[config.mk]
export PLATFORM = sky130hd
export DESIGN_NAME = fpu_dp_unpack
export DESIGN_NICKNAME = d
export VERILOG_FILES = /design/src/rtl/fpu_dp_unpack.sv
export SDC_FILE = /design/constraint.sdc
export NUM_CORES = 1
export LEC_CHECK = 0
export BUFFER_PORTS_ARGS = -buffer_cell sky130_fd_sc_hd__buf_4
export CAP_MARGIN = 15
export CORE_MARGIN = 4
export CORE_UTILIZATION = 56
export CTS_BUF_LIST = sky130_fd_sc_hd__clkbuf_8
export CTS_CLUSTER_DIAMETER = 50
export DETAILED_ROUTE_END_ITERATION = 12
export PLACE_DENSITY = 0.83
export SETUP_SLACK_MARGIN = 0.02
export SYNTH_ARGS = -nofsm -noshare
export SYNTH_HDL_FRONTEND = slang
export SYNTH_SLANG_ARGS = --single-unit
[constraint.sdc]
create_clock -name clk_i -period 8.7 [get_ports clk_i]
set_input_delay 1.74 -clock clk_i [delete_from_list [all_inputs] [get_ports clk_i]]
set_output_delay 1.74 -clock clk_i [all_outputs]
set_load 0.1 [all_outputs]
[src/rtl/fpu_dp_unpack.sv]
// fpu_dp_unpack: iterative double-precision operand unpacker.
// Classifies a 64-bit IEEE-754 double and produces a signed unbiased exponent
// and a 53-bit significand with the integer bit (52) set for finite non-zero
// values. Subnormals are normalized by a multi-cycle leading-zero shifter that
// moves at most SHIFT_STEP bits per cycle.
//
// Optional build macro: FPU_UNPACK_DAZ_EN (denormals-are-zero). When defined,
// subnormal inputs decode as ZERO and never enter the normalizer, but
// fullClass_o still reports them as subnormal.
//
// class_o one-hot layout (shared FPU class flags):
//   bit 0 NORM, bit 1 ZERO, bit 2 INF, bit 3 SNAN, bit 4 QNAN, bit 5 reserved (never set)
//
// state | meaning
// IDLE  | ready for an operand
// NORM  | shifting a subnormal significand toward bit 52
// DONE  | result valid, held until out_ready_i
module fpu_dp_unpack #(
    parameter int SHIFT_STEP = 8,
    parameter int TAG_W      = 5
) (
    input  logic             clk_i,
    input  logic             rst_i,
    input  logic             flush_i,
    input  logic             in_valid_i,
    output logic             in_ready_o,
    input  logic [63:0]      rs1_i,
    input  logic [2:0]       rm_i,
    input  logic [TAG_W-1:0] tag_i,
    output logic             out_valid_o,
    input  logic             out_ready_i,
    output logic [63:0]      rs1_o,
    output logic [2:0]       rm_o,
    output logic [TAG_W-1:0] tag_o,
    output logic [12:0]      exp_o,
    output logic [52:0]      sig_o,
    output logic [5:0]       class_o,
    output logic [9:0]       fullClass_o
);

    localparam logic [5:0] CLS_NORM = 6'b000001;
    localparam logic [5:0] CLS_ZERO = 6'b000010;
    localparam logic [5:0] CLS_INF  = 6'b000100;
    localparam logic [5:0] CLS_SNAN = 6'b001000;
    localparam logic [5:0] CLS_QNAN = 6'b010000;

    localparam logic [5:0] STEP = 6'(SHIFT_STEP);

    typedef enum logic [1:0] {IDLE, NORM, DONE} state_t;

    state_t      state;

    logic        s_in;
    logic [10:0] e_in;
    logic [51:0] f_in;

    logic [5:0]  dec_class;
    logic [12:0] dec_exp;
    logic [52:0] dec_sig;
    logic [9:0]  dec_full;
    logic        dec_sub;

    logic [5:0]  lz;
    logic        lz_found;

    assign s_in = rs1_i[63];
    assign e_in = rs1_i[62:52];
    assign f_in = rs1_i[51:0];

    assign in_ready_o  = (state == IDLE);
    assign out_valid_o = (state == DONE);

    // Decode the incoming operand into class, exponent and significand.
    always_comb begin
        dec_class = '0;
        dec_exp   = '0;
        dec_sig   = '0;
        dec_full  = '0;
        dec_sub   = 1'b0;
        if (e_in == 11'h7FF) begin
            if (f_in != '0) begin
                if (f_in[51]) begin
                    dec_class = CLS_QNAN;
                    dec_full  = 10'h200;
                end else begin
                    dec_class = CLS_SNAN;
                    dec_full  = 10'h100;
                end
            end else begin
                dec_class = CLS_INF;
                dec_full  = s_in ? 10'h001 : 10'h080;
            end
        end else if (e_in == 11'h000) begin
            if (f_in == '0) begin
                dec_class = CLS_ZERO;
                dec_full  = s_in ? 10'h008 : 10'h010;
            end else begin
                dec_full = s_in ? 10'h004 : 10'h020;
`ifdef FPU_UNPACK_DAZ_EN
                dec_class = CLS_ZERO;
`else
                // Start at the subnormal exponent; the normalizer subtracts its shifts.
                dec_class = CLS_NORM;
                dec_exp   = 13'(-1022);
                dec_sig   = {1'b0, f_in};
                dec_sub   = 1'b1;
`endif
            end
        end else begin
            dec_class = CLS_NORM;
            dec_exp   = {2'b00, e_in} - 13'd1023;
            dec_sig   = {1'b1, f_in};
            dec_full  = s_in ? 10'h002 : 10'h040;
        end
    end

    // Leading zeros of the working significand, clamped to SHIFT_STEP.
    always_comb begin
        lz       = '0;
        lz_found = 1'b0;
        for (int i = 0; i < SHIFT_STEP; i++) begin
            if (!lz_found) begin
                if (sig_o[52-i]) lz_found = 1'b1;
                else             lz = lz + 6'd1;
            end
        end
    end

    // Control FSM; sig_o/exp_o double as the normalizer working registers.
    always_ff @(posedge clk_i) begin
        if (rst_i) begin
            state       <= IDLE;
            rs1_o       <= '0;
            rm_o        <= '0;
            tag_o       <= '0;
            exp_o       <= '0;
            sig_o       <= '0;
            class_o     <= '0;
            fullClass_o <= '0;
        end else if (flush_i) begin
            state <= IDLE;
        end else begin
            case (state)
                IDLE: begin
                    if (in_valid_i) begin
                        rs1_o       <= rs1_i;
                        rm_o        <= rm_i;
                        tag_o       <= tag_i;
                        exp_o       <= dec_exp;
                        sig_o       <= dec_sig;
                        class_o     <= dec_class;
                        fullClass_o <= dec_full;
                        state       <= dec_sub ? NORM : DONE;
                    end
                end
                NORM: begin
                    sig_o <= sig_o << lz;
                    exp_o <= exp_o - {7'd0, lz};
                    if (lz < STEP) state <= DONE;
                end
                DONE: begin
                    if (out_ready_i) state <= IDLE;
                end
                default: state <= IDLE;
            endcase
        end
    end

endmodule

# Word level (Yosys, flattened, before mapping)
# Index checks and enable logic that the tools add are counted.
[classes]
add_sub_neg = 9
multipliers = 0
n_div = 0
n_lt_le_gt_ge = 1
eq_ne = 6
n_shift = 1
n_mux = 60
bitwise_logic = 1
n_reduce_logical = 9
[ops]
columns = ["operator", "n"]
rows = [
  ["53-bit two-way mux", 3],
  ["6-bit two-way mux", 19],
  ["53-bit one-hot mux with 2 select lines", 1],
  ["53-bit by 6-bit left shift with 53-bit output", 1],
  ["52-bit logical NOT", 1],
  ["13-bit two-way mux", 4],
  ["52-bit two-way mux", 1],
  ["52-bit nonzero test", 1],
  ["6-bit by 1-bit adder with 6-bit output, second input constant", 7],
  ["10-bit two-way mux", 4],
  ["13-bit one-hot mux with 2 select lines", 1],
  ["1-bit two-way mux", 17],
  ["13-bit by 6-bit subtractor with 13-bit output", 1],
  ["11-bit by 10-bit subtractor with 12-bit output, second input constant", 1],
  ["11-bit equality test, second input constant", 1],
  ["11-bit logical NOT", 1],
  ["2-bit two-way mux", 5],
  ["5-bit two-way mux", 2],
  ["3-bit AND reduction", 3],
  ["8-bit two-way mux", 1],
  ["7-bit two-way mux", 1],
  ["6-bit by 4-bit < comparator with 1-bit output, second input constant", 1],
  ["2-bit one-hot mux with 3 select lines", 1],
  ["2-bit inequality test, second input constant", 2],
  ["other kinds (7)", 7],
]
[totals]
reg_bits = 156
latchBits = 0
mem_bits_rw = 0
rom_bits = 0
output_inout_bits = 156
n_memories = 0

# Logic depth before layout (Yosys ltp)
# Gate-level depths: netlist (run 1).
[logic_depth]
ltp_word = 25
mapped_depth = 30
ltp_nobuf = 27

# Worst setup path before layout (run 1)
# OpenSTA, ideal clock, no wires.
[synth_timing]
path_type = "register to register"
start = "reg sig_o[51]"
end = "reg exp_o[12]"
setup_time_ns = 0.086
t_arrival_ns = 6.893
setup_slack_ns = 1.721
path_stages_with_launch = 31
synth_period_minus_slack_ns = 6.979
path_cell_list = "dfxtp_1 -> buf_2 -> inv_1 -> a21oi_1 -> ha_1 -> o31a_1 -> ha_1 -> nor4_1 -> nor4_1 -> ha_1 -> mux2_2 -> ha_1 -> nor2b_1 -> o21ai_2 -> inv_1 -> ha_1 -> nand2b_1 -> nor3_1 -> xnor2_2 -> buf_4 -> buf_2 -> ha_1 -> a21o_1 -> a21oi_1 -> nor2b_1 -> o21ai_0 -> nand2_1 -> nor3_1 -> nand2b_1 -> a21oi_1 -> a211oi_1"
[synth_between]
elab_chain_len = 22
[synth_rtl]
columns = ["element", "line_no", "rtl"]
rows = [
  ["from (decl)", "36", "output logic [52:0] sig_o,"],
  ["from (signal assigned)", "150", "sig_o <= dec_sig;"],
  ["from (signal assigned)", "157", "sig_o <= sig_o << lz;"],
  ["6-bit two-way mux", "123", "if (sig_o[52-i]) lz_found = 1'b1;"],
  ["6-bit two-way mux", "122", "if (!lz_found) begin"],
  ["6-bit by 1-bit adder with 6-bit output", "124", "else lz = lz + 6'd1;"],
  ["6-bit two-way mux", "123", ""],
  ["6-bit two-way mux", "122", ""],
  ["6-bit by 1-bit adder with 6-bit output", "124", ""],
  ["6-bit two-way mux", "123", ""],
  ["6-bit two-way mux", "122", ""],
  ["(+6 left out)", "--", ""],
  ["6-bit by 1-bit adder with 6-bit output", "124", ""],
  ["6-bit two-way mux", "123", ""],
  ["6-bit two-way mux", "122", ""],
  ["6-bit by 1-bit adder with 6-bit output", "124", ""],
  ["6-bit two-way mux", "123", ""],
  ["6-bit two-way mux *", "122", ""],
  ["13-bit by 6-bit subtractor with 13-bit output *", "158", "exp_o <= exp_o - {7'd0, lz};"],
  ["13-bit one-hot mux with 2 select lines *", "143", "case (state)"],
  ["to (signal assigned)", "149", "exp_o <= dec_exp;"],
  ["to (signal assigned)", "158", ""],
  ["to (decl)", "35", "output logic [12:0] exp_o,"],
]
# Every way passes the cells marked *; elsewhere a longest branch is shown, timed or not.
# A chain may end at the register's enable or synchronous reset.

# Final worst setup path (run 1)
# Same ends and word-level chain as after synthesis.

==> results.md, run 1 <==
Power:
- The proportion of total power due to net switching is 46.7%.
- Cell internal power was estimated by the tool at around 1400 uW.
- The sequential fraction of design power is between 30% and 40%.
- The maximum VDD drop is 0.173 mV.
- The part of the total power dissipated in the clock network is around 22%.
- The power per standard cell area is 220 nW/um^2.
- The switching component of the power is 1200 uW.
- The analysis attributes to cell leakage a power of a little over 0.005 uW.
- The power share of the combinational group is 48.3%.

Worst setup path:
- The cell occurring most often along the worst timing path is sky130_fd_sc_hd__ha_1.
- The launching element type of the critical path is a flop.
- The slowest stage of the critical path belongs to the cell sky130_fd_sc_hd__nor4_1.
- The critical path data arrival time is about 7300 ps.
- The maximum single-stage delay on the critical path is between 600 and 700 ps.
- The type of destination of the critical path is a flop.
- Of all nets on the critical path, the largest fanout is 39.
- The required time at the worst-slack endpoint is 9080 ps.
- The worst setup path is of the reg2reg kind.

Synthesis:
- The number of storage elements in the synthesis netlist is between 150 and 200.
- By instance count, the leading cell after synthesis is sky130_fd_sc_hd__nand2_1.
- Sequential elements use 31.9% of the synthesized area.
- After technology mapping, the gate count stands at ~1,200.
- After synthesis, the cell types taking the most area are sky130_fd_sc_hd__dfxtp_1 32%, sky130_fd_sc_hd__mux2i_1 14%, sky130_fd_sc_hd__nand2_1 8.9%, sky130_fd_sc_hd__a21oi_1 7.9%, sky130_fd_sc_hd__nor2_1 3.2%.
- The post-synthesis net count is between 1,000 and 1,500.
- The commonest cells after synthesis are 228 x sky130_fd_sc_hd__nand2_1, 153 x sky130_fd_sc_hd__dfxtp_1, 151 x sky130_fd_sc_hd__a21oi_1.
- The Yosys step of the flow raised 0 warnings.
- The mapped netlist covers a little under 10,000 um^2.
- The number of flops mapped to enable cells by yosys is 0.
- The dominant register cell in the synthesized netlist is sky130_fd_sc_hd__dfxtp_1.
- For this run, asynchronously set or reset flops after synthesis account for 0%.
- After synthesis, the netlist uses 84 different library cells.
- In this run the biggest area consumer among cell types represents 31.9% of the synthesized area.
- The largest total area in the synthesized netlist belongs to sky130_fd_sc_hd__dfxtp_1.
- Each instance of the synthesized netlist takes up on average 7.78 um^2.

STA:
- The minimum period implied by the final worst setup slack is 6960 ps.
- Measured against its own limit, the worst slew margin works out to 23.8%.
- The largest clock skew in the final design is approximately 14 ps.
- The final number of max-transition violations is 0.
- The hold violation count in the final report is 0.
- Setup repair after global routing left no endpoint under its margin.
- The maximum operating frequency is between 0.1 and 0.15 GHz.
- The final sum of negative setup slack is 0 ps.
- The share of the clock period used by the worst path is 80.0%.
- The number of failing setup endpoints in the final timing report is 0.
- At the pin with the least slew margin, the transition time is around 1100 ps.

Global routing:
- Summed over all layers, the global routing overflow is 0.
- The initial antenna violation count is 0.
- The via count of the first global-routing pass is 9,665.
- Entering global routing, the biggest net connects 89 pins.
- The first global-routing pass estimated 53,300 um of wire.
- The total track usage is around a third.

Clocking:
- The clock transition time at the flip-flop clock pins of the worst setup and hold paths is 100 ps.
- The clock latency reported for the late side of the worst-skew pair is 470 ps.
- The count of cells resized by post-cts repair is 0.
- The tree is rooted in a sky130_fd_sc_hd__clkbuf_8.
- The number of clock sinks seen by CTS is about 150.
- The hold buffer count at cts is 0.
- Post-CTS timing repair inserted 0 buffers for setup.
- The H-tree generated during clock tree synthesis spans 4 levels.
- The number of buffers added by the clock tree synthesis step is 17.
- In this run the deepest clock path goes through 2 buffers.
- TritonCTS built the clock tree.

Cells and area:
- The sequential cells in the finished layout cover a total of roughly 3100 um^2.
- The multi-input combinational cells in the finished layout cover a total of ~6000 um^2.
- At the end of the flow, the number of nets in the layout was 1,492.
- The count of fill cells added during filler insertion is 1,402.
- The repair_antennas step left the layout with diodes totalling 0.
- The final cell area excluding filler cells is ~12,000 um^2.
- The area growth from synthesis to layout is 21.8%.
- The layout cell share with drive strength beyond 1 is 22.3%.

Placement:
- Buffers placed on the I/O ports in this run total between 200 and 250.
- The HPWL after detailed placement is 25,200 um.
- After detailed placement, the total cell area comes to around 11,000 um^2.
- The weighted congestion reported at the end of routability-driven placement is 0.967.

Run status:
- The run finished with clean final reports.

Route:
- After the first detailed-routing iteration, the DRC count stood at about 1,200.
- Using the TritonRoute via totals, the vias-per-cell ratio works out to 6.33.
- The routed via count is 10,300.
- For this run, design rule violations remaining after detail routing come to 0.
- The length of the first detailed-routing pass in iterations is 6.
- The post-detailed-route wirelength per cell is 21.1 um.
- The detail route stage leaves a number of antenna-violating nets equal to 0.
- The final routed wirelength across all metal layers is 34,500 um.

Floorplan:
- Measured along the x axis, the die boundary spans 139 um.
- The core region area is 16,700 um^2.
- In this run the core area contains 47 standard-cell rows.
- The full die area is approximately 19,000 um^2.
- The number of primary I/O pins is approximately 230.
- The effective utilization at floorplan is 57.6%.
- In this run the vertical extent of the chip is 139 um.

Hold path:
- The path class of the tightest hold or removal check is reg2reg.

Job:
- Across the run, the number of max-cap violations was 0.
-- cell type report --
cell class	instances	share of cell area (%)
Multi-Input combinational cell	963	51.8
Clock inverter	15	1.31
Tap cell	220	2.35
Sequential cell	153	26.1
Timing Repair Buffer	247	15.8
Inverter	19	0.609
Clock buffer	17	2.00
-- through the flow --
step / setup slack (ps) / total power (uW) / hold slack [ps] / util (%) / std cells
5_1_grt: 1140 / 2680 / 476 / 70.1 / 1634
6_report: 1740 / 2580 / 459 / 70.1 / 1634
3_3_place_gp: 2140 / 2000 / 440 / 67.8 / 1602
3_5_place_dp: 1910 / 2010 / 445 / 67.8 / 1602
4_1_cts: 1860 / 2550 / 460 / 70.1 / 1634
2_1_floorplan: 1720 / 1760 / 495 / - / 1236
-- power groups by stage --
stage,clock network [uW],registers (uW),logic [uW]
after floorplan,0,1030,724
after CTS,557,774,1220
final,556,776,1250
after detailed placement,0,790,1220
after global placement,0,789,1210
after global routing,586,780,1310
-- sequential cells by signal, summed over array words and instances, names as in the netlist --
| name | count |
|---|---|
| exp_o | 13 |
| rm_o | 3 |
| tag_o | 5 |
| state | 2 |
| fullClass_o | 9 |
| sig_o | 53 |
| rs1_o | 64 |
| class_o | 4 |
-- per-layer routing --
layer	global-route usage [%]	up-vias	wire length (um)
li1	-	4754	-
met1	47.2	4877	14300
met2	51.3	631	15200
met3	8.76	84	3980
met4	10.7	0	968
met5	0	-	0
-- final timing paths --
kind	startpoint	endpoint	slack (ps)	depth (start not counted)
max reg2reg	sig_o[51]$_SDFFE_PP0P_	exp_o[12]$_SDFFE_PP0P_	1740	26
min	rs1_o[34]$_SDFFE_PP0P_	rs1_o[34]$_SDFFE_PP0P_	460	2
max	sig_o[51]$_SDFFE_PP0P_	exp_o[12]$_SDFFE_PP0P_	1740	26
min reg2reg	rs1_o[34]$_SDFFE_PP0P_	rs1_o[34]$_SDFFE_PP0P_	460	2
-- kinds of logic (layout without fill, tap and decap cells) --
| kind of cell | count (synthesis) | count (layout) | share of synthesized area (%) |
|---|---|---|---|
| and+or+nand+nor | 468 | 468 | 22.4 |
| muxes | 148 | 148 | 15.5 |
| buffers and inverters | 120 | 298 | 5.80 |
| xor gates and xnor gates | 20 | 20 | 2.06 |
| DFF | 153 | 153 | 31.9 |
| adders and majority gates | 14 | 14 | 1.90 |
| other | 2 | 2 | 0.0781 |
| AOI/OAI and AO/OA | 311 | 311 | 20.4 |
-- placed cells by master (no fill, tap or decap), types with 3 or more instances in the layout --
master                     Yosys  routed
sky130_fd_sc_hd__nor2_1       82      81
sky130_fd_sc_hd__inv_1        16      16
sky130_fd_sc_hd__xor2_1        9       9
sky130_fd_sc_hd__mux2_2        8       8
sky130_fd_sc_hd__nand4_1       7       7
sky130_fd_sc_hd__a221o_1       9       9
sky130_fd_sc_hd__nand2_1     228     227
sky130_fd_sc_hd__o21ai_0      38      38
sky130_fd_sc_hd__a211oi_1     11      11
sky130_fd_sc_hd__or3_1         3       3
sky130_fd_sc_hd__a221oi_1     17      17
sky130_fd_sc_hd__o211ai_1      8       8
sky130_fd_sc_hd__nand2b_1      8       8
sky130_fd_sc_hd__nand3b_1      3       3
sky130_fd_sc_hd__o221ai_1      3       3
sky130_fd_sc_hd__o22ai_1       3       3
sky130_fd_sc_hd__a21oi_1     151     150
sky130_fd_sc_hd__a31oi_1       4       4
sky130_fd_sc_hd__a32oi_1       9       9
sky130_fd_sc_hd__o21ai_1       6       5
sky130_fd_sc_hd__inv_6         0       5
sky130_fd_sc_hd__mux2i_1     139     139
sky130_fd_sc_hd__buf_4        10     247
sky130_fd_sc_hd__o21a_1        6       5
sky130_fd_sc_hd__nor3_1       38      38
sky130_fd_sc_hd__a211o_1       6       6
sky130_fd_sc_hd__clkbuf_8      0      17
sky130_fd_sc_hd__o32ai_1       3       3
sky130_fd_sc_hd__and3_1       12      12
sky130_fd_sc_hd__dfxtp_1     153     153
sky130_fd_sc_hd__a22oi_1      12      11
sky130_fd_sc_hd__ha_1         13      13
sky130_fd_sc_hd__inv_8         0       4
sky130_fd_sc_hd__nor2b_1      11      11
sky130_fd_sc_hd__and2_1        8       8
sky130_fd_sc_hd__nor4_1       20      20
sky130_fd_sc_hd__nand3_1      30      30
sky130_fd_sc_hd__xnor2_1       8       8
-- critical path, delay by kind of cell (launching register included) --
family,cells,cell delay (ps)
flip-flops,1,570
AND/OR/NAND/NOR,8,1850
adder cells (fa/ha/maj),5,1560
XOR/XNOR,2,320
buffers and inverters,3,770
AO/OA/AOI/OAI,7,1480
multiplexers,1,260
Power figures use the tool's default switching activity.
==> inputs of run 2 (changes only) <==
--- a/config.mk
+++ b/config.mk
@@ -8,11 +8,11 @@
 export BUFFER_PORTS_ARGS = -buffer_cell sky130_fd_sc_hd__buf_4
 export CAP_MARGIN = 15
 export CORE_MARGIN = 4
-export CORE_UTILIZATION = 56
+export CORE_UTILIZATION = 51
 export CTS_BUF_LIST = sky130_fd_sc_hd__clkbuf_8
 export CTS_CLUSTER_DIAMETER = 50
 export DETAILED_ROUTE_END_ITERATION = 12
-export PLACE_DENSITY = 0.83
+export PLACE_DENSITY = 0.8
 export SETUP_SLACK_MARGIN = 0.02
 export SYNTH_ARGS = -nofsm -noshare
 export SYNTH_HDL_FRONTEND = slang
==> constraint.sdc (replaced) <==
create_clock -name clk_i -period 6.11 [get_ports clk_i]
set_input_delay 1.222 -clock clk_i [delete_from_list [all_inputs] [get_ports clk_i]]
set_output_delay 1.222 -clock clk_i [all_outputs]
set_load 0.1 [all_outputs]
==> run 2 against run 1 <==
Clock skew about the same; non-clock buffer count rose by 7; setup slack worse by 1400 ps; clock power rose by 50%; sequential share of layout area shrank 0.32 points; critical path depth up 2.
==> results.md, run 2 (synthesized netlist as in run 1, its figures left out) <==
Run status:
- The flow ran to the end, and the final reports show no timing, DRC or antenna violations.

STA:
- Derived from the worst setup path, the maximum achievable clock frequency is around 0.17 GHz.
- The final number of max-transition violations is 0.
- The hold violation count in the final report is 0.
- The largest clock skew in the final design is between 10 and 15 ps.
- After layout, the worst setup slack is 381 ps.
- The minimum period implied by the final worst setup slack is 5730 ps.
- The share of the clock period used by the worst path is a little over nine tenths.
- The slew at the pin with the worst max-slew slack is 1000 ps.
- Setup violations remaining at the end of the flow were counted as 0.
- For the final routed database, the setup TNS stands at 0 ps.
- Headroom to the max-slew limit came out at between 30 and 40%.

Clocking:
- The clock drives 153 sinks.
- The clock transition time at the flip-flop clock pins of the worst setup and hold paths is ~100 ps.
- In this run, CTS created clock tree buffers numbering 17.
- Counting along the longest clock path gives a buffer depth of 2.
- The CTS tree is built.
- CTS placed an instance of sky130_fd_sc_hd__clkbuf_8 at the clock tree root.
- The later pin in the worst-skew pair is clocked with a latency of 460 ps.
- In this run the number of H-tree levels came out at 4.

Cells and area:
- For this run, the post-layout net count is 1,499.
- Leaving out fill and tap cells, the most frequent cell in the layout is sky130_fd_sc_hd__buf_4.
- The largest registers in the layout are rs1_o x64, sig_o x53, exp_o x13.
- The layout cell share with drive strength beyond 1 is 23.4%.
- The number of flip-flops in the largest register is 64.
- From synthesis to final layout, the design area changed by 23.8%.
- 0 antenna diodes ended up in the layout.
- The register with the most flip-flops is rs1_o.
- The top cell types in the final layout, fill and taps aside, are 251 x sky130_fd_sc_hd__buf_4, 226 x sky130_fd_sc_hd__nand2_1, 149 x sky130_fd_sc_hd__a21oi_1, 149 x sky130_fd_sc_hd__dfxtp_1, 139 x sky130_fd_sc_hd__mux2i_1.

Power:
- The power per standard cell area is 316 nW/um^2.
- The share of total power dissipated in the clock network is 22.1%.
- The power share of the combinational group is 48.5%.
- Across the VDD grid, the largest voltage drop is 0.270 mV.
- The share of total power dissipated in sequential elements is 29.4%.
- Net switching is ~46% of the power.
- The leakage power is 0.00519 uW.
- Cell internal power was estimated by the tool at 2020 uW.
- For this design the total switching power over the nets is 1740 uW.

Worst setup path:
- Along the worst path, the maximum fanout reaches 11.
- Data arrives at the worst endpoint at 6090 ps.
- The worst setup path is launched from a flop.
- The launch instance of the worst register-to-register path is sig_o[51]$_SDFFE_PP0P_.
- For the worst flop-to-flop path, the logic depth is 28.
- The maximum single-stage delay on the critical path is about 440 ps.
- On the critical path, the stage with the largest delay is an instance of sky130_fd_sc_hd__dfxtp_4.
- The cell occurring most often along the worst timing path is sky130_fd_sc_hd__ha_1.
- In this run the register-to-register setup slack is 380 ps.
- STA classifies the critical path endpoint as a flop.
- The critical path is of the reg2reg type.
- The capture instance of the worst register-to-register path is exp_o[12]$_SDFFE_PP0P_.
- For the worst setup path, the data required time is 6470 ps.

Floorplan:
- The core region area is 18,300 um^2.
- In this run the horizontal extent of the chip is 145 um.
- The die is approximately 150 um tall.
- For this design the top-level I/O count stands at approximately 230.
- The number of placement rows is 49.
- For this configuration, the core starts out at a cell density of 52.6%.
- The full die area is 21,100 um^2.

Global routing:
- The first-pass GRT wire length is 53,300 um.
- The initial antenna violation count is 0.
- Entering global routing, the biggest net connects 90 pins.
- Global routing finished with a remaining overflow of 0.
- Global routing consumed, over all layers together, 30.9% of the routing resources.
- The via count of the first global-routing pass is approximately 9,400.

Hold path:
- In this run the most critical hold path is launched from rs1_o[60]$_SDFFE_PP0P_.
- The tightest min-delay check is of the reg2reg type.
- The end of the worst hold path is rs1_o[60]$_SDFFE_PP0P_.
- The number of cells on the worst hold path is 2.

Route:
- The DRC violation count after routing is 0.
- The detailed router finished its first iteration with 1,297 violations.
- Dividing the detail-routed via count by the number of cells gives 6.25.
- After detailed routing, the average wire length per cell comes to around 21 um.
- The routed design has 34,500 um of wire.
- The first detailed-routing pass ran for 6 iterations.
- The detail route stage leaves a number of antenna-violating nets equal to 0.
- The routed via count is 10,300.

Placement:
- OpenSTA, run right after detailed placement, puts the worst setup slack at 280 ps.
- The congestion estimate from routability-driven global placement came to 0.975.
- The number of buffer cells added on primary ports is 231.
- The HPWL after detailed placement is 25,500 um.

Job:
- The max-cap check violation count is 0.
==> run 2: area by class of cell <==
cell class,count,area [um^2]
Tap cell,229,287
Multi-Input combinational cell,963,6110
Clock buffer,17,234
Clock inverter,15,179
Inverter,19,71.3
Timing Repair Buffer,254,1950
Sequential cell,153,3080
Fill cell,1609,6360
==> run 2: worst max-delay path: cells and delay by family, from the launching register on <==
family,cells,cell delay (ps)
AOI/OAI and AO/OA,8,1600
xor gates and xnor gates,1,200
adders and majority gates,6,1690
buffers and inverters,3,320
DFF,1,440
muxes,1,270
and+or+nand+nor,9,1080
==> run 2: repair_timing <==
item                                    CTS  global route
hold buffers                              0             0
gates resized for setup                   0             4
endpoints found under the setup margin    0             6
endpoints found under the hold margin     0             0
buffers inserted                          0             1
==> run 2: routing by layer <==
layer	up-vias	share of wire (%)	GRT usage, %
met5	-	0	0
met2	618	44	46.3
met1	4837	42	43.5
met3	82	12	8.79
li1	4771	-	-
met4	0	2.9	8.78
==> run 2: stage by stage <==
stage | hold WS (ps) | cells | total power [uW] | utilization (%) | cell area [um^2]
final | 460 | 1650 | 3760 | 65.2 | 11900
after global routing | 475 | 1650 | 3910 | 65.2 | 11900
after CTS | 460 | 1648 | 3720 | 64.9 | 11900
after detailed placement | 447 | 1616 | 2890 | 62.6 | 11400
after global placement | 440 | 1616 | 2880 | 62.6 | 11400
after floorplan | 495 | 1236 | 2510 | - | 9670
==> run 2: power groups by stage <==
stage,clock [uW],combinational [uW],sequential [uW]
5_1_grt,881,1920,1110
3_5_place_dp,0,1770,1130
3_3_place_gp,0,1750,1120
6_report,832,1820,1110
2_1_floorplan,0,1050,1470
4_1_cts,836,1780,1100
==> run 2: how the worst max path moves through the flow <==
stage | start | endpoint | slack, ps | depth (start not counted)
finish | sig_o[51]$_SDFFE_PP0P_ | exp_o[12]$_SDFFE_PP0P_ | 380 | 28
global route | sig_o[51]$_SDFFE_PP0P_ | exp_o[12]$_SDFFE_PP0P_ | -20 | 28
CTS | sig_o[51]$_SDFFE_PP0P_ | exp_o[12]$_SDFFE_PP0P_ | 190 | 28
detailed placement | sig_o[51]$_SDFFE_PP0P_ | exp_o[12]$_SDFFE_PP0P_ | 280 | 28
global placement | sig_o[51]$_SDFFE_PP0P_ | exp_o[12]$_SDFFE_PP0P_ | 410 | 28
floorplan | sig_o[51]$_SDFFE_PP0P_ | exp_o[12]$_SDFFE_PP0P_ | 30 | 30
==> inputs of run 3 (changes only) <==
==> config.mk (replaced) <==
export PLATFORM = sky130hd
export DESIGN_NAME = fpu_dp_unpack
export DESIGN_NICKNAME = d
export VERILOG_FILES = /design/src/rtl/fpu_dp_unpack.sv
export SDC_FILE = /design/constraint.sdc
export NUM_CORES = 1
export LEC_CHECK = 0
export CAP_MARGIN = 15
export CORE_MARGIN = 4
export CORE_UTILIZATION = 60
export CTS_BUF_LIST = sky130_fd_sc_hd__clkbuf_8
export CTS_CLUSTER_DIAMETER = 50
export DETAILED_ROUTE_END_ITERATION = 12
export DONT_BUFFER_PORTS = 1
export PLACE_DENSITY = 0.76
export SETUP_SLACK_MARGIN = 0.02
export SYNTH_ARGS = -nofsm -noshare
export SYNTH_HDL_FRONTEND = slang
export SYNTH_SLANG_ARGS = --single-unit
==> constraint.sdc (replaced) <==
create_clock -name clk_i -period 7.1 [get_ports clk_i]
set_input_delay 1.42 -clock clk_i [delete_from_list [all_inputs] [get_ports clk_i]]
set_output_delay 1.42 -clock clk_i [all_outputs]
set_load 0.1 [all_outputs]
==> run 3 against run 2 <==
Clock power shrank 13%; die area fell by 14%; non-clock buffer count is 223 lower; first-iteration DRC count decreased by 15%; clock skew grew 5.9 ps; register-to-register slack gained 250 ps; largest cell class unchanged.
==> results.md, run 3 (synthesized netlist as in run 1, its figures left out) <==
Placement:
- The HPWL after detailed placement is 23,800 um.
- The setup slack after placement is 734 ps.
- The weighted congestion reported at the end of routability-driven placement is 0.964.
- The count of buffers added on input and output ports is 0.

STA:
- Across all hold checks on the routed design, the worst slack comes to 589 ps.
- For the final database, setup skew stands at 19.9 ps.
- The worst path meets setup with 634 ps of slack.
- The minimum period implied by the final worst setup slack is 6470 ps.
- The number of failing setup endpoints in the final timing report is 0.
- Headroom to the max-slew limit came out at 18.4%.
- At the pin with the least slew margin, the transition time is 1220 ps.
- After routing, the total negative slack on setup checks comes to 0 ps.
- The final critical path takes up 91.1% of the cycle.
- The maximum operating frequency is 0.155 GHz.
- The final number of max-transition violations was 0.
- Setup repair after global routing left no endpoint under its margin.
- The hold violation count in the final report is 0.

Power:
- In this run the power density over the cells is 303 nW/um^2.
- The worst-case IR drop observed on VDD is roughly 0.20 mV.
- Summed over all cells, the static leakage comes to 0.00403 uW.

Cells and area:
- Counting flops per register, the top entry is rs1_o.
- The layout has 1,446 filler cells.
- Registers take 3070 um^2.
- The final net count is 1,276.
- In the final layout, the registers with the most flip-flops are rs1_o x64, sig_o x53, exp_o x13.
- The multi-input combinational cells in the finished layout cover a total of 6070 um^2.
- 0 antenna diodes ended up in the layout.
- In the layout the commonest cells are 227 x sky130_fd_sc_hd__nand2_1, 151 x sky130_fd_sc_hd__dfxtp_1, 150 x sky130_fd_sc_hd__a21oi_1.
- The register with the most flip-flops in the layout has 64 of them.
- In the final layout, the share of cells above drive strength 1 is 8.68%.
- The most common cell after layout, fill and taps aside is sky130_fd_sc_hd__nand2_1.
- From synthesis to final layout, the design area changed by 5.60%.

Hold path:
- The worst hold path class is reg2reg.

Clocking:
- CTS saw 153 sinks.
- The clock latency reported for the late side of the worst-skew pair is 480 ps.
- The H-tree was split into 4 levels.
- The CTS tree is built.
- After clock tree synthesis, the clock-pin slew on the worst setup and hold paths is 110 ps.
- Post-CTS timing repair inserted 0 buffers for setup.
- In this run, post-CTS hold repair placed 0 buffers.
- The number of buffers added by the clock tree synthesis step is 17.
- The clock passes through at most 2 buffers.
- Gates resized during post-CTS repair numbered 0.
- The CTS root buffer is sky130_fd_sc_hd__clkbuf_8.

Worst setup path:
- The type of destination of the critical path is a flop.
- The maximum single-stage delay on the critical path is 470 ps.
- The worst register-to-register path has a depth of 28.
- Tracing the worst setup path back leads to its startpoint at sig_o[52]$_SDFFE_PP0P_.
- The timing endpoint of the critical path is exp_o[12]$_SDFFE_PP0P_.
- The worst path buffer plus inverter count is 3.
- The critical path crosses 28 cells after its start point.
- The setup slack on the worst flop-to-flop path is 630 ps.
- The cell occurring most often along the worst timing path is sky130_fd_sc_hd__ha_1.
- The critical path in this run is classified as reg2reg.
- In this run the critical register-to-register path is launched from sig_o[52]$_SDFFE_PP0P_.
- The worst register-to-register path ends at exp_o[12]$_SDFFE_PP0P_.
- STA classifies the critical path startpoint as a flop.
- In this run the worst path has a maximum fanout of 8.
- The kind of cell with the highest combined delay along the critical path is simple AND/OR/NAND/NOR gates.
- On the critical path, the stage with the largest delay is an instance of sky130_fd_sc_hd__dfxtp_1.
- The critical path data arrival time is approximately 7000 ps.
- Data on the critical path is required at its endpoint by ~7500 ps.

Route:
- The final route contains 9,347 vias.
- The final routed wirelength across all metal layers is 32,600 um.
- The post-detailed-route wirelength per cell is 23.0 um.
- The first detailed-routing pass ran for 7 iterations.
- The DRC violation count after routing is 0.
- Using the TritonRoute via totals, the vias-per-cell ratio works out to ~6.6.
- The first routing iteration left 1,106 violations.
- Once detail routing completed, the nets flagged for antenna violations numbered 0.

Global routing:
- The aggregate global routing overflow is 0.
- The first global-routing pass estimated 49,700 um of wire.
- The initial antenna violation count came to 0.
- The via count of the first global-routing pass is slightly below 9,000.
- The pin count of the biggest net entering global routing is 155.
- The total track usage is a little over a third.

Floorplan:
- The floorplan has 46 rows.
- The vertical extent of the die is 135 um.
- The number of primary I/O pins is 233.
- The full die area is 18,100 um^2.
- From left edge to right edge, the die measures approximately 130 um.
- The core region area is 15,800 um^2.
- Once the floorplan was initialized, standard cells occupied about three fifths of the core.

Run status:
- The run finished with clean final reports.

Job:
- Across the run, the number of max-cap violations was 0.
[run 3: cell count changes in the layout (fill, tap and decap cells not counted), moves of 2 or more]
cell                         before  now
sky130_fd_sc_hd__buf_4          251   30
sky130_fd_sc_hd__nor3_2           2    0
sky130_fd_sc_hd__dfxtp_4          3    0
sky130_fd_sc_hd__clkinv_8         0    5
sky130_fd_sc_hd__dfxtp_1        149  151
sky130_fd_sc_hd__clkinvlp_4       2    0
sky130_fd_sc_hd__nor4_4           2    0
sky130_fd_sc_hd__nor3_1          36   38
sky130_fd_sc_hd__nor4_1          18   20
[run 3: metrics by stage]
stage                     util (%)  area, um^2  std cells  power (uW)
after floorplan                  -        9620       1236        2150
after global placement        61.6        9710       1381        2330
after detailed placement      61.6        9710       1381        2340
after CTS                     64.3       10100       1413        3050
after global routing          64.4       10200       1414        3190
final                         64.4       10200       1414        3070
[run 3: cell type report]
cell class / count / share of cell area (%)
Clock buffer: 17 / 2.30
Clock inverter: 15 / 1.97
Inverter: 19 / 0.702
Multi-Input combinational cell: 963 / 59.8
Sequential cell: 153 / 30.2
Tap cell: 216 / 2.66
Timing Repair Buffer: 31 / 2.42
[run 3: tightest hold or removal path: cells and delay by family (launching register included)]
family,cells,cell delay [ps]
AOI/OAI and AO/OA,2,220
DFF,1,330
[run 3: report_power, final]
part / internal [uW] / switching (uW)
clock: 305 / 416
combinational: 422 / 700
sequential: 901 / 329
total: 1630 / 1440
[run 3: how the worst min path moves through the flow]
stage                                 startpoint                endpoint  slack [ps]  cells past startpoint
after global placement    sig_o[38]$_SDFFE_PP0P_  sig_o[38]$_SDFFE_PP0P_         540                      2
after floorplan            state[1]$_SDFFE_PP0P_   state[0]$_SDFFE_PP0P_         500                      1
after detailed placement  sig_o[38]$_SDFFE_PP0P_  sig_o[38]$_SDFFE_PP0P_         550                      2
after CTS                 sig_o[38]$_SDFFE_PP0P_  sig_o[38]$_SDFFE_PP0P_         570                      2
after global routing      sig_o[38]$_SDFFE_PP0P_  sig_o[38]$_SDFFE_PP0P_         590                      2
final                     sig_o[38]$_SDFFE_PP0P_  sig_o[38]$_SDFFE_PP0P_         590                      2
[run 3: routing by layer]
metal | part of all wire [%] | up-vias | global-route usage [%]
li1 | - | 4320 | -
met3 | 14 | 60 | 11.8
met1 | 40 | 4401 | 47.4
met5 | 0 | - | 0
met2 | 44 | 566 | 52.1
met4 | 2.3 | 0 | 10.5
